`config.mk`:
```
export PLATFORM = sky130hd
export DESIGN_NAME = tag_pool_alloc
export DESIGN_NICKNAME = d
export VERILOG_FILES = /design/src/rtl/tag_pool_alloc_pkg.sv /design/src/rtl/tag_pool_alloc_pick.sv /design/src/rtl/tag_pool_alloc.sv
export SDC_FILE = /design/constraint.sdc
export NUM_CORES = 1
export LEC_CHECK = 0
export CAP_MARGIN = 20
export CORE_AREA = 3 3 116 118
export CTS_CLUSTER_DIAMETER = 60
export DETAILED_ROUTE_END_ITERATION = 16
export DIE_AREA = 0 0 119 121
export DONT_BUFFER_PORTS = 1
export PLACE_DENSITY = 0.77
export SETUP_SLACK_MARGIN = 0.1
export SLEW_MARGIN = 5
export SYNTH_ARGS = -nofsm -noshare
export SYNTH_HDL_FRONTEND = slang
export SYNTH_SLANG_ARGS = --single-unit
```
`constraint.sdc`:
```
create_clock -name clk -period 22.4 [get_ports clk]
set_input_delay 5.6 -clock clk [delete_from_list [all_inputs] [get_ports clk]]
set_output_delay 5.6 -clock clk [all_outputs]
set_load 0.05 [all_outputs]
```
`src/rtl/tag_pool_alloc_pkg.sv`:
```
// rtl/tag_pool_alloc_pkg.sv - shared types and constants for the tag pool allocator
// Holds the allocator FSM state encoding, the number of grant slots and the
// helper that sizes the free-entry counter.
package tag_pool_alloc_pkg;

  typedef enum logic [1:0] {
    ST_INIT  = 2'b00,
    ST_RUN   = 2'b01,
    ST_FLUSH = 2'b10
  } state_t;

  localparam int NUM_SLOTS = 4;

  // Counter must hold the value WIDTH itself, hence the extra bit.
  function automatic int cnt_width(input int w);
    return $clog2(w) + 1;
  endfunction

endpackage

```
`src/rtl/tag_pool_alloc_pick.sv`:
```
// rtl/tag_pool_alloc_pick.sv - four-way first/second/last/second-last bit picker
// Purpose: combinational picker over the free bitmap.
// Ports:
//   bitmap     in  WIDTH  free bitmap (1 = free)
//   lo_first   out WIDTH  one-hot lowest set bit (0 if none)
//   lo_second  out WIDTH  one-hot second-lowest set bit (0 if none)
//   hi_first   out WIDTH  one-hot highest set bit (0 if none)
//   hi_second  out WIDTH  one-hot second-highest set bit (0 if none)
module tag_pool_pick #(
  parameter int WIDTH = 32
) (
  input  logic [WIDTH-1:0] bitmap,
  output logic [WIDTH-1:0] lo_first,
  output logic [WIDTH-1:0] lo_second,
  output logic [WIDTH-1:0] hi_first,
  output logic [WIDTH-1:0] hi_second
);

  logic [WIDTH-1:0] lo_rest;
  logic [WIDTH-1:0] rev;
  logic [WIDTH-1:0] rev_first;
  logic [WIDTH-1:0] rev_rest;
  logic [WIDTH-1:0] rev_second;

  // x & -x isolates the lowest set bit; clearing it and repeating gives the second.
  assign lo_first  = bitmap & (~bitmap + WIDTH'(1));
  assign lo_rest   = bitmap & ~lo_first;
  assign lo_second = lo_rest & (~lo_rest + WIDTH'(1));

  // High-side picks reuse the same trick on the bit-reversed bitmap.
  assign rev_first  = rev & (~rev + WIDTH'(1));
  assign rev_rest   = rev & ~rev_first;
  assign rev_second = rev_rest & (~rev_rest + WIDTH'(1));

  always_comb begin
    rev       = '0;
    hi_first  = '0;
    hi_second = '0;
    for (int i = 0; i < WIDTH; i++) begin
      rev[i]                 = bitmap[WIDTH-1-i];
      hi_first[WIDTH-1-i]    = rev_first[i];
      hi_second[WIDTH-1-i]   = rev_second[i];
    end
  end

endmodule

```
`src/rtl/tag_pool_alloc.sv`:
```
// rtl/tag_pool_alloc.sv - stateful tag/entry pool allocator, up to four grants per cycle
// Purpose: owns the free bitmap of a WIDTH-entry pool; slots 0/1 grant the
// lowest free entries, slots 2/3 the highest. Returns and flush recovery.
// Optional macro: TAG_POOL_CHECK_EN builds the sticky protocol-error checker;
// without it err is tied low.
// Ports:
//   clk        in   clock
//   rst        in   synchronous active-high reset
//   clkEn      in   stage enable for allocation
//   needed     in   4-bit per-slot request
//   free_mask  in   WIDTH entries returned this cycle
//   flush      in   restore pool to INIT_FREE
//   bitsOut0-3 out  one-hot grant per slot
//   doStall    out  request cannot be served, no grants
//   ready      out  FSM in RUN
//   free_cnt   out  registered free-entry count
//   err        out  sticky protocol error
module tag_pool_alloc
  import tag_pool_alloc_pkg::*;
#(
  parameter int               WIDTH     = 32,
  parameter logic [WIDTH-1:0] INIT_FREE = {WIDTH{1'b1}}
) (
  input  logic                        clk,
  input  logic                        rst,
  input  logic                        clkEn,
  input  logic [NUM_SLOTS-1:0]        needed,
  input  logic [WIDTH-1:0]            free_mask,
  input  logic                        flush,
  output logic [WIDTH-1:0]            bitsOut0,
  output logic [WIDTH-1:0]            bitsOut1,
  output logic [WIDTH-1:0]            bitsOut2,
  output logic [WIDTH-1:0]            bitsOut3,
  output logic                        doStall,
  output logic                        ready,
  output logic [cnt_width(WIDTH)-1:0] free_cnt,
  output logic                        err
);

  localparam int CW = cnt_width(WIDTH);

  function automatic logic [CW-1:0] popcnt(input logic [WIDTH-1:0] v);
    logic [CW-1:0] c;
    c = '0;
    for (int i = 0; i < WIDTH; i++) c = c + CW'(v[i]);
    return c;
  endfunction

  state_t           state;
  state_t           state_next;
  logic [WIDTH-1:0] bitmap;
  logic [WIDTH-1:0] bitmap_next;
  logic [CW-1:0]    cnt_next;
  logic [WIDTH-1:0] pick_lo0;
  logic [WIDTH-1:0] pick_lo1;
  logic [WIDTH-1:0] pick_hi0;
  logic [WIDTH-1:0] pick_hi1;
  logic [WIDTH-1:0] granted;
  logic [WIDTH-1:0] freed;
  logic             run;
  logic             grant_en;

  tag_pool_pick #(.WIDTH(WIDTH)) u_pick (
    .bitmap    (bitmap),
    .lo_first  (pick_lo0),
    .lo_second (pick_lo1),
    .hi_first  (pick_hi0),
    .hi_second (pick_hi1)
  );

  assign run   = (state == ST_RUN);
  assign ready = run;

  // Requiring four free entries guarantees the low and high picks never
  // collide, whatever subset of slots is requesting.
  assign doStall  = clkEn & (|needed) & ((free_cnt < CW'(NUM_SLOTS)) | ~run | flush);
  assign grant_en = clkEn & ~doStall;

  assign bitsOut0 = (grant_en & needed[0]) ? pick_lo0 : '0;
  assign bitsOut1 = (grant_en & needed[1]) ? pick_lo1 : '0;
  assign bitsOut2 = (grant_en & needed[2]) ? pick_hi0 : '0;
  assign bitsOut3 = (grant_en & needed[3]) ? pick_hi1 : '0;
  assign granted  = bitsOut0 | bitsOut1 | bitsOut2 | bitsOut3;

  // Returns of entries already free or permanently reserved are dropped.
  assign freed = free_mask & ~bitmap & INIT_FREE;

  always_comb begin
    state_next  = state;
    bitmap_next = bitmap;
    cnt_next    = free_cnt;
    case (state)
      ST_INIT: begin
        state_next  = ST_RUN;
        bitmap_next = INIT_FREE;
        cnt_next    = popcnt(INIT_FREE);
      end
      ST_RUN: begin
        if (flush) begin
          state_next = ST_FLUSH;
        end else begin
          // granted bits are free and freed bits are not, so the terms are disjoint.
          bitmap_next = (bitmap & ~granted) | freed;
          cnt_next    = free_cnt - popcnt(granted) + popcnt(freed);
        end
      end
      ST_FLUSH: begin
        if (!flush) state_next = ST_RUN;
        bitmap_next = INIT_FREE;
        cnt_next    = popcnt(INIT_FREE);
      end
      default: begin
        state_next = ST_INIT;
      end
    endcase
  end

  always_ff @(posedge clk) begin
    if (rst) begin
      state    <= ST_INIT;
      bitmap   <= '0;
      free_cnt <= '0;
    end else begin
      state    <= state_next;
      bitmap   <= bitmap_next;
      free_cnt <= cnt_next;
    end
  end

`ifdef TAG_POOL_CHECK_EN
  always_ff @(posedge clk) begin
    if (rst) begin
      err <= 1'b0;
    end else if (run && !flush &&
                 ((|(free_mask & bitmap & INIT_FREE)) || (|(granted & free_mask)))) begin
      err <= 1'b1;
    end
  end
`else
  assign err = 1'b0;
`endif

endmodule

```
---- Word-level counts from Yosys, hierarchy flattened ----
Cells that the tools add are included.
cells by class
  $add $sub $neg .......................... 68
  magnitude comparators ................... 1
  eq/ne operators ......................... 5
  mux-type cells .......................... 11
  bitwise operators ....................... 30
  reductions and logical operators ........ 6
operators with widths
  operator                                                     number
  adder 6 x 1 -> 6 bit                                         52
  AND 32 bit                                                   8
  inverter 32 bit                                              7
  two-way mux 32 bit                                           5
  adder 32 x 1 -> 32 bit (second input constant)               4
  bitwise OR 32 bit                                            4
  one-hot mux 32 bit (2 select lines)                          1
  adder 5 x 1 -> 6 bit                                         2
  one-hot mux 6 bit (2 select lines)                           1
  adder 4 x 1 -> 5 bit                                         2
  adder 3 x 1 -> 4 bit                                         2
  AND 1 bit                                                    7
  adder 2 x 1 -> 3 bit                                         2
  adder 6 bit                                                  1
  less-than comparator 6 x 3 -> 1 bit (second input constant)  1
  two-way mux 6 bit                                            1
  != test 2 bit (second input constant)                        3
  one-hot mux 2 bit (3 select lines)                           1
  subtractor 6 bit                                             1
  adder 1 x 1 -> 2 bit                                         2
  two-way mux 2 bit                                            2
  AND reduction 2 bit                                          2
  OR reduction 4 bit                                           1
  == test 2 x 1 -> 1 bit (second input constant)               1
  other kinds (6)                                              8
storage, ports and cells
  bits in registers ....................... 40
  input bits .............................. 40
  output and inout bits ................... 137
  word-level logic and storage cells ...... 124

---- Longest topological paths before layout ----
  word-level depth ........................ 47
  mapped depth ............................ 32
  depth with buffers taken out ............ 28

---- Hierarchy ----
Synthesis repeated with hierarchy kept, for this count alone.
unflattened totals
  cell total of the unflattened synthesis .. 1045
  area, all modules ....................... 7653.6 µm²
modules (own cells, without submodules)
  module          times used  cells each  area each (µm²)  seq. area each (µm²)
  tag_pool_alloc  1           630         5215.0           800.8
  tag_pool_pick   1           415         2438.6           0.0

---- Worst setup path after synthesis ----
OpenSTA, ideal clock, no wires.
  kind .................................... input port to output port
  start ................................... input port flush
  end ..................................... output port bitsOut3[0]
  arrival time ............................ 8.826 ns
  data required time ...................... 16.800 ns
  setup slack ............................. 7.974 ns
  stages on the path ...................... 7
  buffers on the path ..................... 2
  cell sequence ........................... nor3b_2 > and4_1 > clkbuf_1 > o211ai_1 > or4_4 > clkbuf_1 > nor4_1
on the way
  word-level cells in the longest chain between the ends .. 6
RTL lines
  what                line                  RTL
  from (decl)         tag_pool_alloc.sv:29  input logic flush,
  bitwise OR 1 bit    tag_pool_alloc.sv:76  assign doStall = clkEn & (|needed) & ((free_cnt < CW'(NUM_SLOTS)) | ~run | flush);
  AND 1 bit           tag_pool_alloc.sv:76
  inverter 1 bit      tag_pool_alloc.sv:77  assign grant_en = clkEn & ~doStall;
  AND 1 bit           tag_pool_alloc.sv:77
  AND 1 bit           tag_pool_alloc.sv:82  assign bitsOut3 = (grant_en & needed[3]) ? pick_hi1 : '0;
  two-way mux 32 bit  tag_pool_alloc.sv:82
  to (decl)           tag_pool_alloc.sv:33  output logic [WIDTH-1:0] bitsOut3,
No other way between the ends.

---- Worst setup path in the final report ----
  start ................................... input port flush
  end ..................................... output port bitsOut1[23]
on the way
  word-level cells in the longest chain between the ends .. 6
RTL lines
  what                line                  RTL
  bitwise OR 1 bit    tag_pool_alloc.sv:76
  AND 1 bit           tag_pool_alloc.sv:76
  inverter 1 bit      tag_pool_alloc.sv:77
  AND 1 bit           tag_pool_alloc.sv:77
  AND 1 bit           tag_pool_alloc.sv:80  assign bitsOut1 = (grant_en & needed[1]) ? pick_lo1 : '0;
  two-way mux 32 bit  tag_pool_alloc.sv:80
  to (decl)           tag_pool_alloc.sv:31  output logic [WIDTH-1:0] bitsOut1,
No other way between the ends.

==> Flow_metrics.wiki <==
{| class="wikitable"
! Metric !! Value
|-
| Antenna violations before repair || 1
|-
| Number of global-route vias before repair || 7158
|-
| Number of DRC markers in iteration 0 || 1057
|-
| Worst slew margin relative to its limit || 16.6%
|-
| TritonCTS clock tree || done
|-
| H-tree levels || 2
|-
| Setup TNS || 0 ps
|-
| Share of post-route cells with drive strength above 1 || 14.8%
|-
| Type of the worst setup path || in -> out
|-
| Pins Over Slew Limit || 0
|-
| Global router's overall resource usage || 38.3%
|-
| RSZ-0062 raised after global routing || false
|-
| Result of the run || complete, no violations
|-
| Transition time at the pin with the least slew margin || 1240 ps
|-
| Hold path cells || 2
|-
| Synthesis-to-finish area growth || 8.99%
|-
| Highest ir drop seen on vdd || 0.218 mV
|-
| Sequential share of the synthesized area || 11.6%
|-
| Static Leak || 2.82 nW
|-
| Maximum fanout encountered on the critical timing path || 45
|-
| Crit path max-delay cell type || sky130_fd_sc_hd__nor2_1
|-
| Hold-fix buffer count after cts || 0
|-
| Number of max-cap violations || 0
|-
| Die Outline Area || 0.0144 mm²
|-
| Area of the placeable core || 0.0126 mm²
|-
| DRC errors left || 0
|-
| Area of combinational cells with multiple inputs || 0.00565 mm²
|-
| Fin crit share || 65.3%
|-
| Dominant combinational cell family by area after synthesis || simple AND/OR/NAND/NOR gates
|-
| Clk Tree Root Cell || sky130_fd_sc_hd__clkbuf_16
|-
| Netlist cell types || 84
|-
| Number of enable-type register cells in the synthesized netlist || 0
|-
| Post-CTS Resized || 0
|-
| DR vias/cell || 7.03
|-
| DR pass1 iterations || 5
|-
| Number of antenna-violating nets in the routed design || 0
|-
| Setup crit start kind || primary input
|-
| Synthesized-area fraction occupied by adder cells || 20.1%
|-
| Insertion delay of the later-clocked pin in the worst-skew pair || 320 ps
|-
| Port-buffer cells || 0
|-
| Cell area after synthesis || 0.00687 mm²
|-
| RePlAce Congestion || 1.03
|-
| Clock sink total || 40
|-
| Fraction of the mapped netlist area in simple logic gates || 38.8%
|-
| Top Layer Used || met4
|-
| Setup slack on the worst flop-to-flop path || 12310 ps
|-
| Number of standard cells after synthesis || 936
|-
| Post-CTS Setup Inserts || 0
|-
| Width of the chip || 119 µm
|-
| Layout Cell Area excl Fill || 0.00749 mm²
|-
| Final routed wire length divided by cell count || 25.8 µm
|-
| Multiplexer share of the synthesized area || 0.328%
|-
| Cell depth of the worst flop-to-flop path || 25
|-
| Number of filler cells placed in the layout || 1168
|-
| Crit end category || output pin
|-
| Post-route total power || 0.000941 W
|-
| Placement Rows || 41
|-
| First-pass GRT wire length || 42.5 mm
|-
| Count of endpoints failing setup in the final report || 0
|-
| Pin count of the biggest net entering global routing || 46
|-
| Placed cell area || 0.00730 mm²
|-
| I/O pins || 177
|-
| Pwr dens || 126 mW/mm²
|-
| Clock-pin slew on the worst setup and hold paths || 70 ps
|-
| Met2 Routed Length || 12.3 mm
|-
| Biggest cell delay along the critical path || 970 ps
|-
| Total via count in the routed design || 7631
|-
| Synthesized-area fraction occupied by xor and xnor cells || 2.04%
|-
| Critical path, cell by cell || nor3b_4 -> buf_4 -> and4_1 -> o21ai_1 -> nor4_4 -> nand4_2 -> nor2_1
|-
| FF+latch area || 801 µm²
|-
| Worst hold path class || reg -> reg
|-
| Hold Vio Cnt, Final || 0
|-
| Primary FF master, synth || sky130_fd_sc_hd__dfxtp_1
|-
| F_max || 0.0683 GHz
|-
| Y dimension of the die || 121 µm
|-
| Data required time of the critical path || 16800 ps
|-
| Async S/R FF share, synth || 0%
|-
| Met1 Routed Length || 10.6 mm
|-
| Clock Skews || 8.95 ps
|-
| Compound-Gate Fraction of Synth Area || 17.0%
|-
| Half-perimeter wire length after detailed placement || 21.7 mm
|-
| Wire length on met3 || 3.70 mm
|-
| Arrival time at the worst endpoint || 9030 ps
|-
| Initial Util || 54.7%
|-
| Overflow left after global routing || 0
|-
| Wire length reported by the detailed router || 28.0 mm
|-
| Clock buffer count from CTS || 5
|-
| Final period demand of the worst path || 14630 ps
|-
| Count of nets after finishing || 1024
|-
| Warnings from Yosys || 0
|-
| Seq cells post-synth || 40
|-
| Synthesized area per cell || 7.34 µm²
|-
| Max Buffers Root-to-Sink || 2
|}
[metal layers]
layer,GRT usage (%),vias up
met5,0,-
met4,15.3,0
met3,11.7,111
met2,58.6,616
met1,50.5,3604
li1,-,3300
[where the power goes]
part	total (W)	switching, W	internal, W
sequential	0.000113	0.0000330	0.0000800
combinational	0.000736	0.000393	0.000343
clock	0.0000922	0.0000396	0.0000526
[worst paths after layout]
path              startpoint           end
hold reg to reg     state[1]      state[1]
setup reg to reg   bitmap[4]   free_cnt[5]
hold / removal      state[1]      state[1]
setup / recovery       flush  bitsOut1[23]
[per-stage QoR]
step / hold slack [ps] / setup slack, ps / util (%) / cells
after floorplan: 561 / 7970 / - / 938
after global placement: 598 / 7950 / 58.1 / 1075
after detailed placement: 630 / 7750 / 58.1 / 1075
after CTS: 640 / 7820 / 59.4 / 1083
after global routing: 667 / 7610 / 59.6 / 1086
final: 640 / 7770 / 59.6 / 1086
[synthesized netlist by cell type, drive strengths merged (14+ instances only)]
cell | count | area [µm²]
inv | 100 | 375
nor3 | 59 | 327
or3 | 18 | 118
nor2b | 21 | 131
nor2 | 90 | 338
or4 | 20 | 169
a21oi | 20 | 100
nand2b | 14 | 87.6
dfxtp | 40 | 801
o21ai | 34 | 174
clkbuf | 45 | 169
and3 | 25 | 156
nand3 | 20 | 100
nand2 | 83 | 312
buf | 24 | 136
fa | 59 | 1180
a211oi | 14 | 105
nor4 | 63 | 477
[cell usage in the layout, fill, tap and decap left out, types with 10 or more instances in the layout]
| master | instances |
|---|---|
| sky130_fd_sc_hd__inv_1 | 100 |
| sky130_fd_sc_hd__nor2_1 | 90 |
| sky130_fd_sc_hd__nand2_1 | 83 |
| sky130_fd_sc_hd__fa_1 | 59 |
| sky130_fd_sc_hd__dfxtp_1 | 40 |
| sky130_fd_sc_hd__nor4_1 | 35 |
| sky130_fd_sc_hd__buf_4 | 34 |
| sky130_fd_sc_hd__nor3_1 | 32 |
| sky130_fd_sc_hd__o21ai_0 | 31 |
| sky130_fd_sc_hd__nor3_2 | 26 |
| sky130_fd_sc_hd__nor4_2 | 25 |
| sky130_fd_sc_hd__and3_1 | 25 |
| sky130_fd_sc_hd__nor2b_1 | 21 |
| sky130_fd_sc_hd__a21oi_1 | 20 |
| sky130_fd_sc_hd__nand3_1 | 20 |
| sky130_fd_sc_hd__or3_1 | 17 |
| sky130_fd_sc_hd__or4_1 | 15 |
| sky130_fd_sc_hd__a211oi_1 | 14 |
| sky130_fd_sc_hd__nand2b_1 | 14 |
| sky130_fd_sc_hd__ha_1 | 13 |
| sky130_fd_sc_hd__nand4_1 | 12 |
| sky130_fd_sc_hd__and2_1 | 11 |
| sky130_fd_sc_hd__xnor2_1 | 11 |
| sky130_fd_sc_hd__a31oi_1 | 11 |
| sky130_fd_sc_hd__o21a_1 | 10 |
[layout make-up]
type / instances / share of cell area, %
flip-flops and latches: 40 / 10.7
diodes: 1 / 0.0334
clock buffers: 5 / 1.67
well taps: 172 / 2.87
inverters: 101 / 5.06
multi-input cells: 728 / 75.4
clock inverters: 3 / 0.568
repair buffers: 36 / 3.71
[worst max-delay path: cells and delay by family]
kind	cells	cell delay [ps]
buffers and inverters	1	490
AO/OA/AOI/OAI	1	320
AND/OR/NAND/NOR	5	2630
[kinds of logic after synthesis]
| logic type | Yosys count |
|---|---|
| XOR/XNOR | 16 |
| AO/OA/AOI/OAI | 162 |
| adder cells (fa/ha/maj) | 76 |
| flip-flops | 40 |
| multiplexers | 2 |
| buffers and inverters | 170 |
| AND/OR/NAND/NOR | 469 |
| other | 1 |
[state kept, by name, summed over array words and instances (netlist names)]
signal and count:
state 2, free_cnt 6, bitmap 32
No activity file was read; power rests on OpenSTA's default activity.
